### src/rtl/alu_pkg.sv
// Shared types for the registered ALU: opcode encoding, divider FSM states,
// and the status-flag payload.
package alu_pkg;

    localparam int unsigned ALU_FUN_W = 4;

    typedef enum logic [ALU_FUN_W-1:0] {
        OP_ADD  = 4'h0,
        OP_SUB  = 4'h1,
        OP_MUL  = 4'h2,
        OP_DIV  = 4'h3,
        OP_AND  = 4'h4,
        OP_OR   = 4'h5,
        OP_NAND = 4'h6,
        OP_NOR  = 4'h7,
        OP_XOR  = 4'h8,
        OP_XNOR = 4'h9,
        OP_EQ   = 4'hA,
        OP_GT   = 4'hB,
        OP_LT   = 4'hC,
        OP_SHR  = 4'hD,
        OP_SHL  = 4'hE,
        OP_RSV  = 4'hF
    } alu_op_e;

    typedef enum logic {
        IDLE    = 1'b0,
        DIV_RUN = 1'b1
    } state_e;

    typedef struct packed {
        logic carry;
        logic ovf;
        logic div_zero;
    } alu_flags_t;

endpackage

### src/rtl/alu_divider.sv
// Restoring shift-subtract divider, one quotient bit per clock.
// done/quotient/remainder describe the step being completed this cycle so the
// parent can register the final result on the same edge the last step lands.
module alu_divider
    import alu_pkg::*;
#(
    parameter int unsigned WIDTH = 8
) (
    input  logic             CLK,
    input  logic             RST,
    input  logic             start,
    input  logic [WIDTH-1:0] dividend,
    input  logic [WIDTH-1:0] divisor,
    output logic             busy,
    output logic             done,
    output logic [WIDTH-1:0] quotient,
    output logic [WIDTH-1:0] remainder
);

    localparam int unsigned CNT_W = $clog2(WIDTH);

    state_e           state;
    logic [CNT_W-1:0] cnt;
    logic [WIDTH-1:0] quo_q;
    logic [WIDTH-1:0] rem_q;
    logic [WIDTH-1:0] dsr_q;

    logic [WIDTH:0]   trial;
    logic             fit;
    logic [WIDTH-1:0] quo_nxt;
    logic [WIDTH-1:0] rem_nxt;

    // One restoring step: shift next dividend bit into the partial remainder
    // and subtract the divisor if it fits (no borrow out of bit WIDTH).
    always_comb begin
        trial   = {rem_q, quo_q[WIDTH-1]} - {1'b0, dsr_q};
        fit     = ~trial[WIDTH];
        rem_nxt = fit ? trial[WIDTH-1:0] : {rem_q[WIDTH-2:0], quo_q[WIDTH-1]};
        quo_nxt = {quo_q[WIDTH-2:0], fit};
    end

    assign busy      = (state == DIV_RUN);
    assign done      = (state == DIV_RUN) && (cnt == CNT_W'(WIDTH - 1));
    assign quotient  = quo_nxt;
    assign remainder = rem_nxt;

    always_ff @(posedge CLK or negedge RST) begin
        if (!RST) begin
            state <= IDLE;
            cnt   <= '0;
            quo_q <= '0;
            rem_q <= '0;
            dsr_q <= '0;
        end else begin
            case (state)
                IDLE: begin
                    if (start) begin
                        quo_q <= dividend;
                        dsr_q <= divisor;
                        rem_q <= '0;
                        cnt   <= '0;
                        state <= DIV_RUN;
                    end
                end
                DIV_RUN: begin
                    quo_q <= quo_nxt;
                    rem_q <= rem_nxt;
                    cnt   <= cnt + CNT_W'(1);
                    if (done) begin
                        state <= IDLE;
                    end
                end
                default: state <= IDLE;
            endcase
        end
    end

endmodule

### src/rtl/alu_seq_param.sv
// Parametrised registered ALU: single-cycle ops registered at the accept edge,
// DIV delegated to a multi-cycle divider with a BUSY/OUT_VALID handshake.
module alu_seq_param
    import alu_pkg::*;
#(
    parameter int unsigned WIDTH = 8,
    parameter int unsigned FUN_W = ALU_FUN_W
) (
    input  logic               CLK,
    input  logic               RST,
    input  logic [WIDTH-1:0]   A,
    input  logic [WIDTH-1:0]   B,
    input  logic               EN,
    input  logic [FUN_W-1:0]   ALU_FUN,
    output logic [2*WIDTH-1:0] ALU_OUT,
    output logic               OUT_VALID,
    output logic               BUSY,
    output logic               CARRY,
    output logic               ZERO,
    output logic               OVF,
    output logic               DIV_ZERO
);

    localparam int unsigned RES_W = 2 * WIDTH;
    localparam int unsigned MSB   = WIDTH - 1;

    alu_op_e          op;
    logic             accept;
    logic             div_start;
    logic             div_busy;
    logic             div_done;
    logic [WIDTH-1:0] div_quo;
    logic [WIDTH-1:0] div_rem;

    logic [WIDTH:0]   sum_w;
    logic [WIDTH:0]   shl_w;
    logic [WIDTH-1:0] diff_w;
    logic [WIDTH-1:0] logic_w;
    logic [RES_W-1:0] res_c;
    logic [RES_W-1:0] div_res;
    alu_flags_t       flags_c;

    assign op        = alu_op_e'(ALU_FUN);
    assign accept    = EN && !div_busy;
    // Divide-by-zero never enters the divider; it resolves in one cycle below.
    assign div_start = accept && (op == OP_DIV) && (B != '0);
    assign div_res   = {div_rem, div_quo};
    assign BUSY      = div_busy;

    // Single-cycle result and flags for the presented opcode.
    always_comb begin
        sum_w   = {1'b0, A} + {1'b0, B};
        diff_w  = A - B;
        shl_w   = {A, 1'b0};
        logic_w = '0;
        res_c   = '0;
        flags_c = '0;
        case (op)
            OP_ADD: begin
                res_c         = RES_W'(sum_w);
                flags_c.carry = sum_w[WIDTH];
                flags_c.ovf   = (A[MSB] == B[MSB]) && (sum_w[MSB] != A[MSB]);
            end
            OP_SUB: begin
                res_c         = RES_W'(diff_w);
                flags_c.carry = (A < B);
                flags_c.ovf   = (A[MSB] != B[MSB]) && (diff_w[MSB] != A[MSB]);
            end
            OP_MUL: res_c = RES_W'(A) * RES_W'(B);
            OP_DIV: begin
                res_c            = {A, {WIDTH{1'b1}}};
                flags_c.div_zero = 1'b1;
            end
            OP_AND: begin
                logic_w = A & B;
                res_c   = RES_W'(logic_w);
            end
            OP_OR: begin
                logic_w = A | B;
                res_c   = RES_W'(logic_w);
            end
            OP_NAND: begin
                logic_w = ~(A & B);
                res_c   = RES_W'(logic_w);
            end
            OP_NOR: begin
                logic_w = ~(A | B);
                res_c   = RES_W'(logic_w);
            end
            OP_XOR: begin
                logic_w = A ^ B;
                res_c   = RES_W'(logic_w);
            end
            OP_XNOR: begin
                logic_w = ~(A ^ B);
                res_c   = RES_W'(logic_w);
            end
            OP_EQ: res_c = RES_W'(A == B);
            OP_GT: res_c = RES_W'(A > B);
            OP_LT: res_c = RES_W'(A < B);
            OP_SHR: begin
                logic_w = A >> 1;
                res_c   = RES_W'(logic_w);
            end
            OP_SHL:  res_c = RES_W'(shl_w);
            default: res_c = '0;
        endcase
    end

    alu_divider #(
        .WIDTH(WIDTH)
    ) u_div (
        .CLK      (CLK),
        .RST      (RST),
        .start    (div_start),
        .dividend (A),
        .divisor  (B),
        .busy     (div_busy),
        .done     (div_done),
        .quotient (div_quo),
        .remainder(div_rem)
    );

    // Result/flag registers; div_done and accept are exclusive since accept needs !busy.
    always_ff @(posedge CLK or negedge RST) begin
        if (!RST) begin
            ALU_OUT   <= '0;
            OUT_VALID <= 1'b0;
            CARRY     <= 1'b0;
            ZERO      <= 1'b0;
            OVF       <= 1'b0;
            DIV_ZERO  <= 1'b0;
        end else begin
            OUT_VALID <= 1'b0;
            if (div_done) begin
                ALU_OUT   <= div_res;
                OUT_VALID <= 1'b1;
                CARRY     <= 1'b0;
                OVF       <= 1'b0;
                DIV_ZERO  <= 1'b0;
                ZERO      <= (div_res == '0);
            end else if (accept && !div_start) begin
                ALU_OUT   <= res_c;
                OUT_VALID <= 1'b1;
                CARRY     <= flags_c.carry;
                OVF       <= flags_c.ovf;
                DIV_ZERO  <= flags_c.div_zero;
                ZERO      <= (res_c == '0);
            end
        end
    end

endmodule

### config.mk
export PLATFORM = sky130hd
export DESIGN_NAME = alu_seq_param
export DESIGN_NICKNAME = d
export VERILOG_FILES = /design/src/rtl/alu_pkg.sv /design/src/rtl/alu_divider.sv /design/src/rtl/alu_seq_param.sv
export SDC_FILE = /design/constraint.sdc
export NUM_CORES = 1
export LEC_CHECK = 0
export ABC_AREA = 1
export CAP_MARGIN = 25
export CORE_UTILIZATION = 39
export DETAILED_ROUTE_END_ITERATION = 8
export HOLD_SLACK_MARGIN = 0.08
export SETUP_SLACK_MARGIN = 0.3
export SYNTH_ARGS = -nofsm -noshare
export SYNTH_HDL_FRONTEND = slang
export SYNTH_HIERARCHICAL = 1
export SYNTH_SLANG_ARGS = --single-unit
### constraint.sdc
create_clock -name CLK -period 2.72 [get_ports CLK]
set_input_delay 0.816 -clock CLK [delete_from_list [all_inputs] [get_ports CLK]]
set_output_delay 0.816 -clock CLK [all_outputs]
set_load 0.03 [all_outputs]
# After elaboration in Yosys (flattened, before gate mapping)
# Index checks and enable logic that the tools add are counted.
# word_totals
word_cells,87
ff_bits,49
# classes
n_addsub,4
bitwise_logic,8
n_mux,25
n_eq_ne,21
order_cmp,2
mul,1
reduce_logical,15
# op_table
cell,count
16-bit one-hot mux with 15 select lines,1
16-bit zero test,2
16-bit two-way mux,2
8-bit one-hot mux with 2 select lines,2
4-bit == test (second input constant),7
8-bit two-way mux,3
8-bit NOT,3
4-bit by 3-bit == test with 1-bit output (second input constant),4
8-bit by 8-bit multiplier with 16-bit output,1
1-bit two-way mux,13
8-bit by 8-bit adder with 9-bit output,1
9-bit by 8-bit subtractor with 9-bit output,1
8-bit bitwise AND,1
4-bit by 2-bit == test with 1-bit output (second input constant),2
8-bit == test,1
8-bit greater-than comparator,1
8-bit < comparator,1
8-bit bitwise OR,1
8-bit nonzero test,1
8-bit subtractor,1
8-bit XOR,1
1-bit logical AND,7
3-bit one-hot mux with 2 select lines,1
4-bit by 1-bit == test with 1-bit output (second input constant),1
other kinds (13),17

# Longest topological paths before layout
# depth
ltp_word,8
depth_mapped,26

# Modules after synthesis
# The synthesis kept the hierarchy.
# by_module_without_submodules
module,instances,area_each_um2,cells_each,seq_area_each_um2
alu_seq_param,1,5222.5,853,525.5
alu_divider,1,1813.0,244,700.7

# Worst setup path before layout
# No wires, ideal clock.
# synth_path
path_kind,in2reg
startpoint,in A[4]
endpoint,reg ZERO
setup_ps,73
arrival_time_ps,4499
path_stages,21
setup_slack_ps,-1852
path_cell_list,clkbuf_1 nand2_1 fa_1 fa_1 inv_1 fa_1 inv_1 fa_1 inv_1 ha_1 nand2_1 inv_1 a21oi_1 nand2_1 nand2_1 nor2_1 nor2_1 nand3_1 nor2_1 nand3_1 a21oi_2
# synth_between
elab_chain_len,6
# synth_rtl
element,line_no,rtl
start: declaration,alu_seq_param.sv:11,"input logic [WIDTH-1:0] A,"
"parallel branches: the longest is 2 deep, another holds 8-bit by 8-bit multiplier with 16-bit output",--,
16-bit one-hot mux with 15 select lines (*),alu_seq_param.sv:58,case (op)
16-bit zero test (*),alu_seq_param.sv:148,ZERO <= (res_c == '0);
1-bit two-way mux (*),alu_seq_param.sv:142,end else if (accept && !div_start) begin
1-bit two-way mux (*),alu_seq_param.sv:135,if (div_done) begin
end signal: assignment,alu_seq_param.sv:141,ZERO <= (div_res == '0);
end signal: assignment,alu_seq_param.sv:148,
end: declaration,alu_seq_param.sv:19,"output logic ZERO,"
# Every way passes the cells marked *. The select of a mux whose other input is x is not followed.
# A chain may end at the register's enable or synchronous reset.

# Final worst setup path
# layout_path
startpoint,in B[2]
endpoint,reg ZERO
# layout_between
elab_chain_len,6
# layout_rtl
element,line_no,rtl
start: declaration,alu_seq_param.sv:12,"input logic [WIDTH-1:0] B,"
"parallel branches: the longest is 6 deep, another holds 8-bit by 8-bit multiplier with 16-bit output",--,
# Parallel ways; which one is timed is not known. The select of a mux whose other input is x is not followed.

==> run summary <==
STA puts the critical path data arrival time at 4670 ps. The worst setup path is captured at a register. Across the run, the number of max-cap violations was 0.

The insertion delay of the later-clocked pin in the worst-skew pair is 290 ps. The routability-driven placement congestion ratio came out at 0.987. The final reports fail on negative setup slack. The number of buffer cells added on primary ports is 44.

The overall fraction of global-route tracks in use came out at 28.6%. The placeable core region came out at 0.0175 sq mm. The number of nets in the finished design is 1494. The post-route antenna net violation count came out at 0.

The post-detailed-routing wire length came out at 25.8 mm. The final setup TNS is -20350 ps. The ratio of total power to cell area came out at 751 mW/mm^2. After detailed placement, the design holds a cell count of 1536. For this configuration, the core starts out at a cell density of 40.3%. The total via count after detailed routing is 8010. The proportion of power drawn by flip-flops and latches is 16.1%. The maximum clock path buffer count came out at 2. The global-route wire length before repair came out at 40.7 mm. The maximum ir drop on the vdd rail came out at 709 uV.

In this run the tightest slew margin relative to its limit is 56.4%. The required time at the worst-slack endpoint came out at 2930 ps. The root buffer cell chosen for the clock tree is clkbuf_16. The most common flop cell mapped by yosys is dfrtp_1.

The final cycle utilization of the critical path is 164%. The mapped netlist covers 0.00704 sq mm. The number of clock buffers added by TritonCTS is 5. Setup repair after global routing could not meet its margin everywhere. Cells with a size suffix above 1 make up 39.5% of the layout. The count of final hold-check violations came out at 0. The area overhead of the layout relative to synthesis came out at 55.0%. 45 I/O pins were placed. The final cell count without fillers is 1588.

The startpoint of the most critical hold path is ALU_OUT[14]. During synthesis, Yosys emitted a total of 6 warnings. The worst setup path category is in -> reg. The internal power of the cells totals 4.16 mW. The run finished, with violations left. The via count of the first global-routing pass is 7905. The total congestion overflow after global routing came out at 0. The tree built by TritonCTS fans out to 49 sinks. For this run, design rule violations remaining after detail routing come to 0. For this run, the register share of the synthesized area comes to 17.4%.

The proportion of power drawn by combinational gates came out at 76.3%. Yosys mapped a number of flops with a built-in enable equal to 0. The count of state elements after synthesis came out at 49.

The leakage component of the power is 5.96 nW. In the post-synthesis netlist, the biggest area contributors are nand2_1 19%, dfrtp_1 17%, ha_1 12%. Setup violations remaining at the end of the flow were counted as 14. The proportion of netlist area held by the largest area contributor came out at 19.4%.

The average wire length per cell after detail routing came out at 16.2 um. The first-pass iteration count of the detailed router came out at 8. In this run the horizontal extent of the chip is 136 um. The detailed placer's ending HPWL is 19.7 mm. Multiplexer cells account for 0% of the synthesized area.

When the netlist entered floorplanning its net count stood at 1229. TritonCTS built the clock tree. The count of unique library cells instantiated by Yosys is 44. The maximum number of pins on one net before global-route repair is 29.

The clock skew after layout came out at 10.2 ps. The synthesized netlist devotes 7.54% of its cell area to compound gates. Using the TritonRoute via totals, the vias-per-cell ratio works out to 5.04.

Setup slack on the critical path of the routed design comes to -1730 ps. The initial antenna violation count is 0. The number of fill cells is 1535.

The switching power total came out at 4.03 mW. The antenna diode instance count came out at 0. The cell type with the highest aggregate area in the netlist is nand2_1. The gate count after technology mapping came out at 1097.

The count of standard-cell rows came out at 48. The xor and xnor area share after synthesis came out at 0.747%. By area, the combinational part of the netlist is dominated by simple AND/OR/NAND/NOR gates. The synthesized-area fraction occupied by adder cells is 23.5%. Along the worst path, the maximum fanout reaches 6.

CTS built an H-tree with a depth of 2. The share of flip-flops with an asynchronous set or reset is 100%. The simple-gate share of the synthesized area is 35.8%.

The post-route standard cell area excluding fillers is 0.0109 sq mm. Subtracting the final worst setup slack from the clock period gives 4450 ps. The die covers 0.0186 sq mm. The slew of the pin with the lowest slew margin came out at 653 ps. The number of max-slew violations in the final report came out at 0. After detailed placement, the total cell area comes to 0.00930 sq mm. The most critical setup path has its startpoint at B[2]. The die outline height is 136 um. The clock network power share came out at 7.6%. The path category of the worst min-delay check is reg -> reg.

The switching power share of the total came out at 49.2%. Based on the critical path, the design can be clocked at up to 225 MHz. The number of DRC markers in iteration 0 came out at 554. The startpoint identified for the worst register-to-register timing path is u_div/quo_q[7].

The worst setup path is launched from an input port. The mean instance size in the synthesized netlist is 6.41 sq um. After clock tree synthesis, the clock-pin slew on the worst setup and hold paths is 70 ps. For flop-to-flop paths, the worst setup slack is -100 ps.
-- cells by family (layout without fill, tap and decap cells) --
logic type	count (synthesis)	in the layout
adder cells (fa/ha/maj)	109	109
buffers and inverters	259	525
AO/OA/AOI/OAI	89	89
flip-flops	49	49
XOR/XNOR	6	6
AND/OR/NAND/NOR	585	585
-- metrics by stage --
stage / util (%) / power [mW] / hold WS (ps) / worst slack, ps
3_3_place_gp: 53.2 / 6.62 / 472 / -2600
3_5_place_dp: 53.2 / 6.68 / 480 / -2670
4_1_cts: 60.5 / 7.84 / 499 / -1830
5_1_grt: 62.4 / 8.89 / 518 / -1880
6_report: 62.4 / 8.19 / 500 / -1730
2_1_floorplan: - / 4.82 / 453 / -1570
-- placed cells by master (no fill, tap or decap), types with 35 or more instances in the layout --
master	n
dfrtp_1	49
nand3_1	51
buf_4	200
inv_1	179
nand2_2	65
inv_2	35
nand2_1	285
buf_6	50
ha_1	44
nor2_1	50
-- power groups by stage --
stage / Sequential [mW] / Clock, mW / Combinational, mW
5_1_grt: 1.35 / 0.647 / 6.89
3_3_place_gp: 1.29 / 0 / 5.32
6_report: 1.32 / 0.618 / 6.25
4_1_cts: 1.29 / 0.623 / 5.93
2_1_floorplan: 1.44 / 0 / 3.38
3_5_place_dp: 1.29 / 0 / 5.39
-- synthesized netlist by cell type, types with 5 or more instances --
master    instances
nand2_2           9
and2_1            6
o21ai_0          30
nand2_4           5
buf_2            17
xor2_1            5
a21oi_1          22
or2_2             5
inv_2             5
nor2_2            9
o21ai_1           6
nand4_1          12
nand3_1          82
ha_1             70
inv_1           214
nor2_1           73
fa_1             39
nand2_1         364
o211ai_1         13
buf_4             9
clkbuf_1         10
dfrtp_1          49
-- path summary, 6_finish.rpt --
kind | to | cells past startpoint
hold reg to reg | ALU_OUT[14] | 2
setup reg to reg | ZERO | 15
min in group asynchronous | u_div/rem_q[6] | 1
hold / removal | ALU_OUT[14] | 2
max in group asynchronous | u_div/dsr_q[4] | 2
setup / recovery | ZERO | 22
-- routing by layer --
metal  vias to the layer above  part of all wire, %  global-route usage [%]
met4                         0                  3.0                    8.64
li1                       3895                    -                       -
met2                       293                   46                    47.0
met1                      3779                   43                    38.9
met3                        43                  7.7                    3.84
met5                         -                    0                       0
-- final cells by class --
type                       count  area, sq um  share of cell area (%)
inverter                     219          837                    7.68
tap                          225          282                    2.58
sequential                    49         1230                    11.2
clock buffer                   6          129                    1.18
timing repair buffer         298         2640                    24.2
clock inverter                 2         15.0                   0.138
multi-input combinational    789         5770                    52.9
-- registers in the layout (all words and copies together) (netlist names), 3 cells and up --
| register | count |
|---|---|
| ALU_OUT | 16 |
| u_div/cnt | 3 |
| u_div/dsr_q | 8 |
| u_div/quo_q | 8 |
| u_div/rem_q | 8 |
-- worst max-delay path, stage by stage --
cell and delay, ps:
buf_6 90, buf_8 130, buf_6 130, nand2_4 50, inv_2 40, fa_1 580
fa_1 440, fa_1 490, inv_1 50, fa_1 490, inv_2 40, ha_4 320
nand2_4 80, nor2_2 120, nand3_2 110, nand3_2 90, nand2_1 60, nand3_2 80
nand4_1 110, nor2_2 130, nand3_1 100, a21oi_2 120
-- what timing repair did --
item	4_1_cts	5_1_grt
pin swaps	94	61
setup endpoints to repair	49	47
hold buffers	0	0
gates resized for setup	279	100
setup buffers	40	1
hold endpoints to repair	0	0
gates cloned	2	1
Note: power is estimated with default switching activity, not from simulation.
==> RTL edit 1: new RTL, same settings <==
Make the reset (`RST`) synchronous in 2 clocked blocks.
--- a/src/rtl/alu_divider.sv
+++ b/src/rtl/alu_divider.sv
@@ -45,5 +45,5 @@
     assign remainder = rem_nxt;
 
-    always_ff @(posedge CLK or negedge RST) begin
+    always_ff @(posedge CLK) begin
         if (!RST) begin
             state <= IDLE;
--- a/src/rtl/alu_seq_param.sv
+++ b/src/rtl/alu_seq_param.sv
@@ -123,5 +123,5 @@
 
     // Result/flag registers; div_done and accept are exclusive since accept needs !busy.
-    always_ff @(posedge CLK or negedge RST) begin
+    always_ff @(posedge CLK) begin
         if (!RST) begin
             ALU_OUT   <= '0;
Behaviour: differs if RST is asserted again (counterexample within 4 cycles, from zero or initial values and one cycle with RST low); with RST held inactive, the same outputs for 10 cycles.
==> RTL edit 1 against the unedited design <==
  * The run still ends with setup timing left
  * Sequential power decreased by 42%
  * Cell area down 6.5%
  * Hold slack worse by 34 ps
  * Fmax grew 2.4%
  * Total power fell by 42%
  * Synthesized cell count up 4.0%
  * Clock skew shrank 0.56 ps
  * Wire length shrank 8.0%
  * Worst setup slack better by 100 ps
  * Non-clock buffer count is 53 lower
  * Clock power grew 3.2%
  * Area after synthesis is 1.0% lower
  * Critical path depth grew 4
  * Sequential cell count unchanged
  * Largest cell class unchanged
==> RTL edit 1: results (changes against the unedited design) <==
{| class="wikitable"
! Metric !! Value
|-
| Post-CTS setup buffer count || 32 (-20%)
|-
| Final setup violating endpoints || 15 (+1)
|-
| Crit. Startpoint || A[5]
|-
| PnR worst setup slack || -1630 ps (+104 ps)
|-
| Wire length of the first global-routing pass || 38.2 mm (-6.4%)
|-
| Number of global-route vias before repair || 7,638 (-3.4%)
|-
| Net Sw Frac || 45.8% (-3.5 points)
|-
| Dpl cell area || 8840 µm² (-5.0%)
|-
| Pre-CTS WS || -2500 ps (+165 ps)
|-
| Non-clk invs || 232 (+5.9%)
|-
| Number of standard cells after synthesis || 1,141 (+4.0%)
|-
| Number of buffers outside the clock class in the layout || 245 (-18%)
|-
| Clock buf count || 5 (-1)
|-
| Number of instances resized during post-cts repair || 266 (-4.7%)
|-
| Endpoint of the worst hold-timing path || DIV_ZERO
|-
| Worst voltage drop across the vdd grid || 298 µV (-58%)
|-
| Synth-to-layout area growth || 46.4%
|-
| Run status || complete, but fails checks
|-
| Leak Pwr || 5.36 nW (-10%)
|-
| Failing checks || setup timing
|-
| Multi-input gate share of total cell area || 56.0% (+3.1 points)
|-
| Minimum setup slack among reg-to-reg paths || -150 ps (-50 ps)
|-
| Fill cell total of the finished layout || 1,700 (+11%)
|-
| Worst slew margin relative to its limit || 66.1% (+9.7 points)
|-
| Source of the worst hold timing path || DIV_ZERO
|-
| Proportion of cell area spent on the clock network || 1.44% (+0.12 points)
|}
==> RTL edit 1: changes by cell type after synthesis, moves of 7 or more <==
cell                       delta
sky130_fd_sc_hd__a21oi_1     +15
sky130_fd_sc_hd__a31oi_1     +15
sky130_fd_sc_hd__buf_2        -7
sky130_fd_sc_hd__dfrtp_1     -49
sky130_fd_sc_hd__dfxtp_1     +49
sky130_fd_sc_hd__inv_1       +14
sky130_fd_sc_hd__nand2_1      +7
sky130_fd_sc_hd__nand3_1      -9
sky130_fd_sc_hd__nor2_1      +15
sky130_fd_sc_hd__o211ai_1    -12
==> RTL edit 1: power groups by stage <==
stage / clock, mW / combinational, mW / sequential, mW
after CTS: 0.647 / 3.04 / 0.760
after floorplan: 0 / 1.77 / 0.811
after global routing: 0.677 / 3.66 / 0.762
after global placement: 0 / 2.64 / 0.777
final: 0.638 / 3.33 / 0.760
after detailed placement: 0 / 2.67 / 0.776
==> RTL edit 2: new RTL, same flow settings <==
Made on the original files. `WIDTH` is set to 8 in 2 places; all go to 4.
--- a/src/rtl/alu_divider.sv
+++ b/src/rtl/alu_divider.sv
@@ -5,5 +5,5 @@
     import alu_pkg::*;
 #(
-    parameter int unsigned WIDTH = 8
+    parameter int unsigned WIDTH = 4
 ) (
     input  logic             CLK,
--- a/src/rtl/alu_seq_param.sv
+++ b/src/rtl/alu_seq_param.sv
@@ -4,5 +4,5 @@
     import alu_pkg::*;
 #(
-    parameter int unsigned WIDTH = 8,
+    parameter int unsigned WIDTH = 4,
     parameter int unsigned FUN_W = ALU_FUN_W
 ) (
Ports: changed (resized A, ALU_OUT and B); port bits go from 45 to 29. No check against the original RTL was run, so the function may have changed too.
==> RTL edit 2 against the unedited design <==
  * The flow still finishes with violations (setup timing)
  * Total power down 63%
  * Critical path type unchanged
  * Worst setup slack better by 1300 ps
  * Sequential share of layout area up 4.8 points
  * Highest routed layer unchanged
  * Wire length down 65%
  * Sequential cell count down 21
  * First-iteration DRC count down 76%
  * Critical endpoint unchanged
  * Cell area down 60%
  * Area after synthesis down 58%
==> RTL edit 2: results (changes against the unedited design) <==
{| class="wikitable"
! Metric !! Value
|-
| Run status || complete, but fails checks
|-
| Failing checks || setup timing
|-
| GRT Total Usage || 24.1% (-4.5 points)
|-
| Critical path arrival || 3360 ps (-1310 ps)
|-
| Router iterations before antenna repair || 4 (-4)
|-
| Max Fanout on Critical Path || 2 (-4)
|-
| TritonCTS Buffers || 3 (-2)
|-
| Post-synthesis adder-cell area fraction || 17.1% (-6.4 points)
|-
| Average wire length per cell after detail routing || 14.3 µm (-12%)
|-
| Clock H-tree levels || 1 (-1)
|-
| Critical path's largest stage delay || 520 ps (-60 ps)
|-
| List of most frequent post-synthesis cells || 124 x sky130_fd_sc_hd__nand2_1, 58 x sky130_fd_sc_hd__inv_1, 47 x sky130_fd_sc_hd__nand3_1, 44 x sky130_fd_sc_hd__nor2_1, 29 x sky130_fd_sc_hd__ha_1
|-
| Flip-flop count of the largest register after layout || 8 (-8)
|-
| Wire length of the first global-routing pass || 14.4 mm (-65%)
|-
| Share of final-layout standard cells stronger than drive strength 1 || 34.0% (-5.4 points)
|-
| PnR worst setup slack || -438 ps (+1300 ps)
|-
| XOR/XNOR share of the synthesized area || 0.893% (+0.15 points)
|-
| Worst-case clock skew || 6.36 ps (-3.82 ps)
|-
| Cell depth of the worst min-delay path || 1 (-1)
|-
| Detail Placement HPWL || 7.04 mm (-64%)
|-
| Final Wtd Congestion || 0.907 (-8.1%)
|-
| Number of cells traversed by the worst register-to-register path || 14 (-1)
|-
| Compound-gate portion of the synthesized area || 7.23% (-0.31 points)
|-
| Pin slew with the least headroom to its limit || 374 ps (-280 ps)
|-
| Final setup violating endpoints || 6 (-8)
|}
==> RTL edit 2: area by class of cell <==
type                    count  area, µm²  share of cell area, %
repair buffers            100        892                   20.5
well taps                  99        124                   2.84
inverters                  64        248                   5.68
clock buffers               3       41.3                  0.947
multi-input cells         331       2350                   54.0
flip-flops and latches     28        701                   16.1
==> RTL edit 2: cell families (layout without fill, tap and decap cells) <==
| group | count (synthesis) | in the layout |
|---|---|---|
| compound gates | 35 | 35 |
| xor+xnor | 3 | 3 |
| fa+ha+maj | 36 | 36 |
| buf+inv | 75 | 167 |
| flops | 28 | 28 |
| simple gates | 257 | 257 |
==> RTL edit 2: metal layers <==
layer	vias to the layer above	global-route usage, %	routed length, µm
li1	1559	-	-
met1	1442	31.6	3900
met2	87	41.9	4400
met3	16	1.40	378
met4	0	8.80	253
met5	-	0	0
==> RTL edit 2: final timing paths <==
path                                     start        endpoint
worst min-delay path                     CARRY           CARRY
worst min register to register           CARRY           CARRY
min in group asynchronous                  RST  u_div/rem_q[2]
worst max-delay path                      A[2]            ZERO
worst max register to register  u_div/quo_q[3]            ZERO
max in group asynchronous                  RST      ALU_OUT[7]
==> RTL edit 2: through the flow <==
stage / power [mW] / std cells / hold WS, ps / TNS [ps] / setup WS (ps)
final: 3.01 / 625 / 488 / -2060 / -438
after global routing: 3.27 / 625 / 518 / -2670 / -559
after CTS: 2.92 / 619 / 493 / -1850 / -429
after detailed placement: 2.61 / 609 / 474 / -12240 / -1220
after global placement: 2.58 / 609 / 461 / -11610 / -1160
after floorplan: 2.08 / 434 / 453 / -1140 / -409
==> RTL edit 2: timing repair <==
| item | CTS | global route |
|---|---|---|
| buffers inserted | 7 | 6 |
| endpoints found under the hold margin | 0 | 0 |
| pin swaps | 32 | 31 |
| setup endpoints to repair | 28 | 21 |
| resized for setup | 93 | 48 |
==> RTL edit 2: where the power goes <==
group | total, mW | internal, mW | switching [mW]
clock | 0.218 | 0.0993 | 0.119
sequential | 0.711 | 0.594 | 0.116
combinational | 2.08 | 0.880 | 1.20
